--- src/rtl/serial_word_assembler.sv ---
// Reassembles lane-tagged bytes into 32-bit words, buffers them in a small FIFO,
// and tracks per-frame word count, checksum and sticky error flags.
module serial_word_assembler #(
  parameter int DEPTH = 4,
  parameter int LEN_W = 6
) (
  input  logic             CLK,
  input  logic             RESET,
  input  logic             i_start,
  input  logic [LEN_W-1:0] i_frame_words,
  input  logic [7:0]       i_byte,
  input  logic             i_byte_valid,
  input  logic [1:0]       i_byte_idx,
  output logic [31:0]      o_word,
  output logic             o_word_valid,
  input  logic             i_word_ready,
  output logic [LEN_W-1:0] o_word_count,
  output logic [31:0]      o_checksum,
  output logic             o_busy,
  output logic             o_frame_done,
  output logic             o_overflow,
  output logic             o_order_err
);

  localparam int AW = $clog2(DEPTH);

  typedef enum logic [1:0] {S_IDLE, S_COLLECT, S_DRAIN, S_DONE} state_t;

  state_t           r_state, w_next;
  logic [LEN_W-1:0] r_len, r_count, w_count_inc;
  logic [1:0]       r_lane;
  logic [23:0]      r_part;
  logic [31:0]      r_mem [DEPTH];
  logic [AW:0]      r_wr, r_rd;
  logic [31:0]      r_sum, w_word;
  logic             r_ovf, r_oerr;
  logic             w_empty, w_full, w_pop, w_start, w_take, w_in_order;
  logic             w_complete, w_push, w_drop;

  // Pointers carry one extra wrap bit so full and empty are distinguishable.
  assign w_empty     = (r_wr == r_rd);
  assign w_full      = (r_wr[AW] != r_rd[AW]) && (r_wr[AW-1:0] == r_rd[AW-1:0]);
  assign w_pop       = !w_empty && i_word_ready;
  assign w_start     = (r_state == S_IDLE) && i_start && (i_frame_words != '0);
  assign w_take      = (r_state == S_COLLECT) && i_byte_valid;
  assign w_in_order  = (i_byte_idx == r_lane);
  assign w_complete  = w_take && w_in_order && (r_lane == 2'd3);
  assign w_word      = {i_byte, r_part};
  assign w_push      = w_complete && (!w_full || w_pop);
  assign w_drop      = w_complete && w_full && !w_pop;
  assign w_count_inc = r_count + 1'b1;

  always_ff @(posedge CLK or posedge RESET) begin
    if (RESET) r_state <= S_IDLE;
    else       r_state <= w_next;
  end

  always_comb begin
    w_next = r_state;
    case (r_state)
      S_IDLE:    if (w_start) w_next = S_COLLECT;
      S_COLLECT: if (w_complete && (w_count_inc == r_len)) w_next = S_DRAIN;
      S_DRAIN:   if (w_empty) w_next = S_DONE;
      S_DONE:    w_next = S_IDLE;
      default:   w_next = S_IDLE;
    endcase
  end

  always_ff @(posedge CLK or posedge RESET) begin
    if (RESET) begin
      r_len   <= '0;
      r_count <= '0;
      r_lane  <= 2'd0;
      r_part  <= '0;
      r_wr    <= '0;
      r_rd    <= '0;
      r_sum   <= '0;
      r_ovf   <= 1'b0;
      r_oerr  <= 1'b0;
    end else begin
      if (w_start) begin
        r_len   <= i_frame_words;
        r_count <= '0;
        r_sum   <= '0;
        r_lane  <= 2'd0;
        r_part  <= '0;
        r_ovf   <= 1'b0;
        r_oerr  <= 1'b0;
      end
      if (w_take) begin
        if (w_in_order) begin
          case (r_lane)
            2'd0:    r_part[7:0]   <= i_byte;
            2'd1:    r_part[15:8]  <= i_byte;
            2'd2:    r_part[23:16] <= i_byte;
            default: ;
          endcase
          r_lane <= r_lane + 2'd1;
          if (w_complete) begin
            r_count <= w_count_inc;
            r_sum   <= r_sum + w_word;
          end
        end else begin
          // Out-of-sequence lane: drop the partial word; a lane-0 byte restarts one.
          r_oerr <= 1'b1;
          if (i_byte_idx == 2'd0) begin
            r_part[7:0] <= i_byte;
            r_lane      <= 2'd1;
          end else begin
            r_lane <= 2'd0;
          end
        end
      end
      if (w_drop) r_ovf <= 1'b1;
      if (w_push) r_wr  <= r_wr + 1'b1;
      if (w_pop)  r_rd  <= r_rd + 1'b1;
    end
  end

  always_ff @(posedge CLK) begin
    if (w_push) r_mem[r_wr[AW-1:0]] <= w_word;
  end

  assign o_word       = w_empty ? 32'd0 : r_mem[r_rd[AW-1:0]];
  assign o_word_valid = !w_empty;
  assign o_word_count = r_count;
  assign o_checksum   = r_sum;
  assign o_busy       = (r_state == S_COLLECT) || (r_state == S_DRAIN);
  assign o_frame_done = (r_state == S_DONE);
  assign o_overflow   = r_ovf;
  assign o_order_err  = r_oerr;

endmodule

--- config.mk ---
export PLATFORM = sky130hd
export DESIGN_NAME = serial_word_assembler
export DESIGN_NICKNAME = d
export VERILOG_FILES = /design/src/rtl/serial_word_assembler.sv
export SDC_FILE = /design/constraint.sdc
export NUM_CORES = 1
export LEC_CHECK = 0
export BUFFER_PORTS_ARGS = -buffer_cell sky130_fd_sc_hd__buf_4
export CAP_MARGIN = 5
export CELL_PAD_IN_SITES_DETAIL_PLACEMENT = 0
export CELL_PAD_IN_SITES_GLOBAL_PLACEMENT = 2
export CORE_ASPECT_RATIO = 0.5
export CORE_MARGIN = 1
export CORE_UTILIZATION = 45
export CTS_CLUSTER_DIAMETER = 150
export CTS_CLUSTER_SIZE = 20
export DETAILED_ROUTE_END_ITERATION = 8
export PLACE_DENSITY_LB_ADDON = 0.1
export SYNTH_ARGS = -nofsm -noshare
export SYNTH_HDL_FRONTEND = slang
export SYNTH_SLANG_ARGS = --single-unit
--- constraint.sdc ---
create_clock -name CLK -period 8 [get_ports CLK]
set_input_delay 0.8 -clock CLK [delete_from_list [all_inputs] [get_ports CLK]]
set_output_delay 0.8 -clock CLK [all_outputs]
set_load 0.01 [all_outputs]
Yosys cells after proc, flatten, opt, wreduce, memory -nomap -nowiden
Memory sizes are Yosys's and may differ from the RTL's.
Index checks and enable logic that the tools add are counted.
{"block": "classes", "addsub": 5, "n_eq_ne": 14, "n_mux": 32, "n_reduce_logical": 23}
{"operator": "2-to-1 mux 32 bit", "count": 5}
{"operator": "2-to-1 mux 24 bit", "count": 2}
{"operator": "2-to-1 mux 8 bit", "count": 5}
{"operator": "adder 32 bit", "count": 1}
{"operator": "2-to-1 mux 6 bit", "count": 4}
{"operator": "2-to-1 mux 16 bit", "count": 1}
{"operator": "2-to-1 mux 2 bit", "count": 6}
{"operator": "logical AND 1 bit", "count": 11}
{"operator": "equality test 2 bit (second input constant)", "count": 4}
{"operator": "2-to-1 mux 1 bit", "count": 8}
{"operator": "one-hot mux 2 bit (4 select lines)", "count": 1}
{"operator": "adder 3 x 1 -> 3 bit (second input constant)", "count": 2}
{"operator": "adder 6 x 1 -> 6 bit (second input constant)", "count": 1}
{"operator": "equality test 6 bit", "count": 1}
{"operator": "logical NOT 2 bit", "count": 3}
{"operator": "nonzero test 6 bit", "count": 1}
{"operator": "equality test 2 x 1 -> 1 bit (second input constant)", "count": 2}
{"operator": "equality test 2 bit", "count": 2}
{"operator": "!= test 2 bit (second input constant)", "count": 2}
{"operator": "nonzero test 2 bit", "count": 2}
{"operator": "equality test 3 bit", "count": 1}
{"operator": "logical NOT 1 bit", "count": 3}
{"operator": "AND reduction 3 bit", "count": 1}
{"operator": "adder 2 x 1 -> 2 bit (second input constant)", "count": 1}
{"operator": "3 further kinds", "count": 4}
{"block": "totals", "register_bits": 80, "ram_bits": 128, "inputBits": 21, "out_inout_bits": 75, "wordCells": 85, "n_memories": 1}
{"memory": "r_mem", "words": 4, "word_bits": 32, "read_ports": 1, "rd_ports_with_merged_regs": 0, "wr": 1, "line": "33", "text": "logic [31:0] r_mem [DEPTH];"}

Longest topological paths before layout
{"block": "depth", "depth_word": 7, "mapped_depth": 10}

Least setup slack after synthesis
OpenSTA, ideal clock, no wires.
{"block": "synth_timing", "path_type": "input to register", "start": "input port i_byte_idx[1]", "end": "memory r_mem[3][0] (enable)", "arrival_time_ns": 2.601, "required_time_ns": 7.606, "slack_ns": 5.006, "path_stages": 5, "n_path_buf": 0, "path_cell_list": "xor2_1 > nor3_2 > nand2_1 > nor2_1 > and2_1"}
{"block": "synth_between", "elab_chain_cells": 6}
{"element": "start, declared", "line": "13", "text": "input logic [1:0] i_byte_idx,"}
{"element": "equality test 2 bit", "line": "46", "text": "assign w_in_order = (i_byte_idx == r_lane);"}
{"element": "logical AND 1 bit (2 in series)", "line": "47", "text": "assign w_complete = w_take && w_in_order && (r_lane == 2'd3);"}
{"element": "logical AND 1 bit", "line": "49", "text": "assign w_push = w_complete && (!w_full || w_pop);"}
{"element": "2-to-1 mux 1 bit", "line": "121", "text": "if (w_push) r_mem[r_wr[AW-1:0]] <= w_word;"}
{"element": "2-to-1 mux 1 bit (implied by the code)", "line": "121"}
{"element": "end, declared", "line": "33"}
Every way passes these cells.

Worst setup path in the final report
{"block": "layout_timing", "start": "register r_rd[0]", "end": "output port o_word[29]"}
{"block": "layout_between", "elab_chain_cells": 2, "word_cells_on_any_way": 3, "classes_between": "eq/ne: 1; mux: 1; memory: 1"}
{"element": "start, declared", "line": "34", "text": "logic [AW:0] r_wr, r_rd;"}
{"element": "start signal, assigned", "line": "116", "text": "if (w_pop) r_rd <= r_rd + 1'b1;"}
{"element": "memory (4 x 32 bit) / equality test 3 bit (equally long branches)"}
{"element": "2-to-1 mux 32 bit *", "line": "124", "text": "assign o_word = w_empty ? 32'd0 : r_mem[r_rd[AW-1:0]];"}
{"element": "end, declared", "line": "14", "text": "output logic [31:0] o_word,"}
Every way passes the cells marked *; elsewhere a longest branch is shown, timed or not.

==> impl_metrics.env <==
export IMPL_power_frac_seq_pct=46.1
export IMPL_synthArstFlopShare_pct=38.5
export IMPL_synth_cell_types=67
export IMPL_worst_path_dominant_cell_family="buffers and inverters"
export IMPL_n_antenna_cell=0
export IMPL_h_tree_depth=1
export IMPL_core_mm2=0.0218
export IMPL_timing_hold_worst_path_depth=1
export IMPL_dp_hpwl_um=16200
export IMPL_cts_path_max_buffers=3
export IMPL_drive_gt1_share_pct=19.3
export IMPL_ys_warn_count=0
export IMPL_dieHeight_um=108
export IMPL_wl_per_cell_um=20.1
export IMPL_worstHoldEndpoint="r_rd[2]"
export IMPL_reg2reg_depth=8
export IMPL_placed_cell_area_mm2=0.0111
export IMPL_crit_chain="buf_4 -> mux4_2 -> and2_1 -> buf_4"
export IMPL_dieArea_mm2=0.0231
export IMPL_wirelength_um=23500
export IMPL_slowest_stage="mux4_2"
export IMPL_synthCells=780
export IMPL_grt_total_usage_pct=20.9
export IMPL_max_slew_margin_pct=28.3
export IMPL_drtPass1Iterations=4
export IMPL_min_delay_start="r_rd[2]"
export IMPL_leakage_nw=4.60
export IMPL_switchingPower_mw=0.838
export IMPL_ios=96
export IMPL_fin_cells=1171
export IMPL_r2r_end="r_mem[3][9]"
export IMPL_synth_ff_type="edfxtp_1"
export IMPL_syn_area_mm2=0.0101
export IMPL_min_path_type="flip-flop to flip-flop"
export IMPL_rows=38
export IMPL_ir_drop_mv=0.153
export IMPL_finClkSkew_ns=0.0260
export IMPL_p_clk_share_pct=25.5
export IMPL_crit_top_cell="buf_4"
export IMPL_grt_start_max_net_pins=81
export IMPL_die_w_um=214
export IMPL_cts_sinks=208
export IMPL_fin_tns_setup_ns=0
export IMPL_arrival_ns=2.36
export IMPL_status="complete, no violations"
export IMPL_route_vias_total=6558
export IMPL_cts_buffers=14
export IMPL_ant_nets=0
export IMPL_power_density_mw_per_mm2=243
export IMPL_dp_cells=1147
export IMPL_ctsResizeCount=0
export IMPL_p_int_mw=1.96
export IMPL_pwr_share_comb_pct=28.4
export IMPL_clock_latency_ns=0.49
export IMPL_critical_path_required_ns=7.20
export IMPL_fin_ws_ns=4.84
export IMPL_cp_start_kind="flip-flop"
export IMPL_grt_pass1_vias=6187
export IMPL_synth_seq_area_share_pct=57.9
export IMPL_syn_to_final_growth_pct=14.0
export IMPL_worst_setup_path_type="flip-flop to output port"
export IMPL_regToRegSetupSlack_ns=4.93
export IMPL_post_route_period_util_pct=39.5
export IMPL_max_slew_worst_pin_slew_ns=1.07
export IMPL_max_cap_viol_count=0
export IMPL_cpPeakStageDelay_ns=0.63
export IMPL_ys_ff_latch=208
export IMPL_dp_slack_ns=4.73
export IMPL_utilization_pct=52.7
export IMPL_endpoint_kind="output port"
export IMPL_cts_root_buf="clkbuf_16"
export IMPL_gp_congestion=0.801
export IMPL_path_max_fanout=34
export IMPL_post_cts_setup_buffers=0
export IMPL_antenna_found_initial=0
export IMPL_crit_buf_inv=2
export IMPL_grt_first_pass_wirelength_um=36100
export IMPL_hold_viol=0
export IMPL_avgSynthCellArea_um2=12.9
export IMPL_cts_tree="built"
export IMPL_initial_utilization_pct=46.2
export IMPL_r2r_start="r_state[1]"
export IMPL_syn_nets=847
export IMPL_rsz0062_at_grt="no"
export IMPL_cts_hold_buffers=0
export IMPL_path_clk_slew_ns=0.08
export IMPL_fin_crit_ns=3.16
export IMPL_viasPerCell=5.60
export IMPL_nets=931
export IMPL_slew_violations=0
export IMPL_setup_viol=0
export IMPL_swShare_pct=30.0
export IMPL_drt_iter0_drc=588
export IMPL_drc=0
export IMPL_portBuffers=95
export IMPL_synth_edf_count=128
export IMPL_final_area_mm2=0.0115
export IMPL_fmax_ghz=0.317
export IMPL_grt_overflow_total=0
==> cells in the mapped netlist, drive strengths merged, types with 2 or more instances <==
library cell | number | area, um^2
and3 | 9 | 56.3
and2 | 40 | 253
a21oi | 28 | 140
a32o | 2 | 20.0
xor2 | 11 | 96.3
o31ai | 7 | 57.6
mux2 | 7 | 78.8
a2111oi | 2 | 17.5
o21bai | 8 | 60.1
o21a | 6 | 46.3
nor3 | 9 | 50.1
a31oi | 3 | 18.8
o2111ai | 2 | 17.5
a41oi | 3 | 26.3
nand3 | 68 | 340
nand4 | 9 | 56.3
a211oi | 6 | 45.0
o21ai | 78 | 398
clkbuf | 20 | 76.3
nand2b | 2 | 12.5
mux2i | 3 | 30.0
or3 | 2 | 12.5
nand2 | 37 | 139
o311ai | 3 | 26.3
a21o | 18 | 136
nor3b | 2 | 15.0
o211ai | 3 | 22.5
mux4 | 32 | 721
edfxtp | 128 | 3840
inv | 23 | 86.3
nor2 | 20 | 75.1
ha | 45 | 563
buf | 17 | 126
xnor2 | 29 | 254
dfrtp | 80 | 2000
==> final cells by class <==
cell class | count | area [um^2]
Fill cell | 1881 | 10300
Sequential cell | 208 | 5850
Multi-Input combinational cell | 512 | 3970
Timing Repair Buffer | 105 | 796
Clock buffer | 22 | 402
Tap cell | 300 | 375
Inverter | 23 | 87.6
Clock inverter | 1 | 16.3
==> power by group through the flow <==
stage / logic (mW) / registers, mW / clock network, mW
after floorplan: 0.537 / 1.28 / 0
after global placement: 0.792 / 1.31 / 0
after detailed placement: 0.798 / 1.31 / 0
after CTS: 0.800 / 1.29 / 0.731
after global routing: 0.875 / 1.29 / 0.770
final: 0.793 / 1.29 / 0.713
==> how the worst max path moves through the flow <==
| stage | startpoint | endpoint | depth (start not counted) |
|---|---|---|---|
| 3_3_place_gp | i_byte_idx[1] | r_mem[3][17] | 7 |
| 5_1_grt | r_state[1] | r_mem[3][20] | 8 |
| 4_1_cts | r_wr[2] | o_word[7] | 4 |
| 6_report | r_rd[0] | o_word[29] | 4 |
| 2_1_floorplan | i_byte_idx[1] | r_mem[3][0] | 5 |
| 3_5_place_dp | i_byte_idx[1] | r_mem[3][17] | 7 |
==> placed cells by master, fill, tap and decap left out, types with 17 or more instances in the layout <==
cell type,n
edfxtp_1,128
buf_4,104
dfrtp_1,79
o21ai_0,70
nand3_1,68
ha_1,45
and2_1,39
nand2_1,36
mux4_2,32
xnor2_1,29
a21oi_1,28
inv_1,22
nor2_1,20
a21o_1,17
==> per-stage QoR <==
step | power [mW] | hold slack, ns
after floorplan | 1.81 | 0.462
after global placement | 2.10 | 0.482
after detailed placement | 2.11 | 0.488
after CTS | 2.82 | 0.504
after global routing | 2.94 | 0.516
final | 2.79 | 0.501
==> cells by family (layout without fill, tap and decap cells) <==
group	after synthesis	after routing	synth area share, %
muxes	42	42	8.22
buffers and inverters	60	151	2.86
DFF	208	208	57.9
adders and majority gates	46	46	5.78
AOI/OAI and AO/OA	180	180	11.3
and+or+nand+nor	204	204	10.5
xor gates and xnor gates	40	40	3.47
==> routing by layer <==
layer | wire length, um | global-route usage, %
met1 | 12700 | 34.3
met2 | 9890 | 29.6
met3 | 803 | 3.06
met4 | 142 | 2.40
met5 | 0 | 0
==> registers in the layout, summed over array words and instances, names as in the netlist, 2 cells and up <==
| name | count |
|---|---|
| r_state | 2 |
| o_checksum | 32 |
| r_rd | 3 |
| o_word_count | 6 |
| r_wr | 3 |
| r_lane | 2 |
| r_len | 6 |
| r_part | 24 |
| r_mem | 128 |
Power figures use the tool's default switching activity.
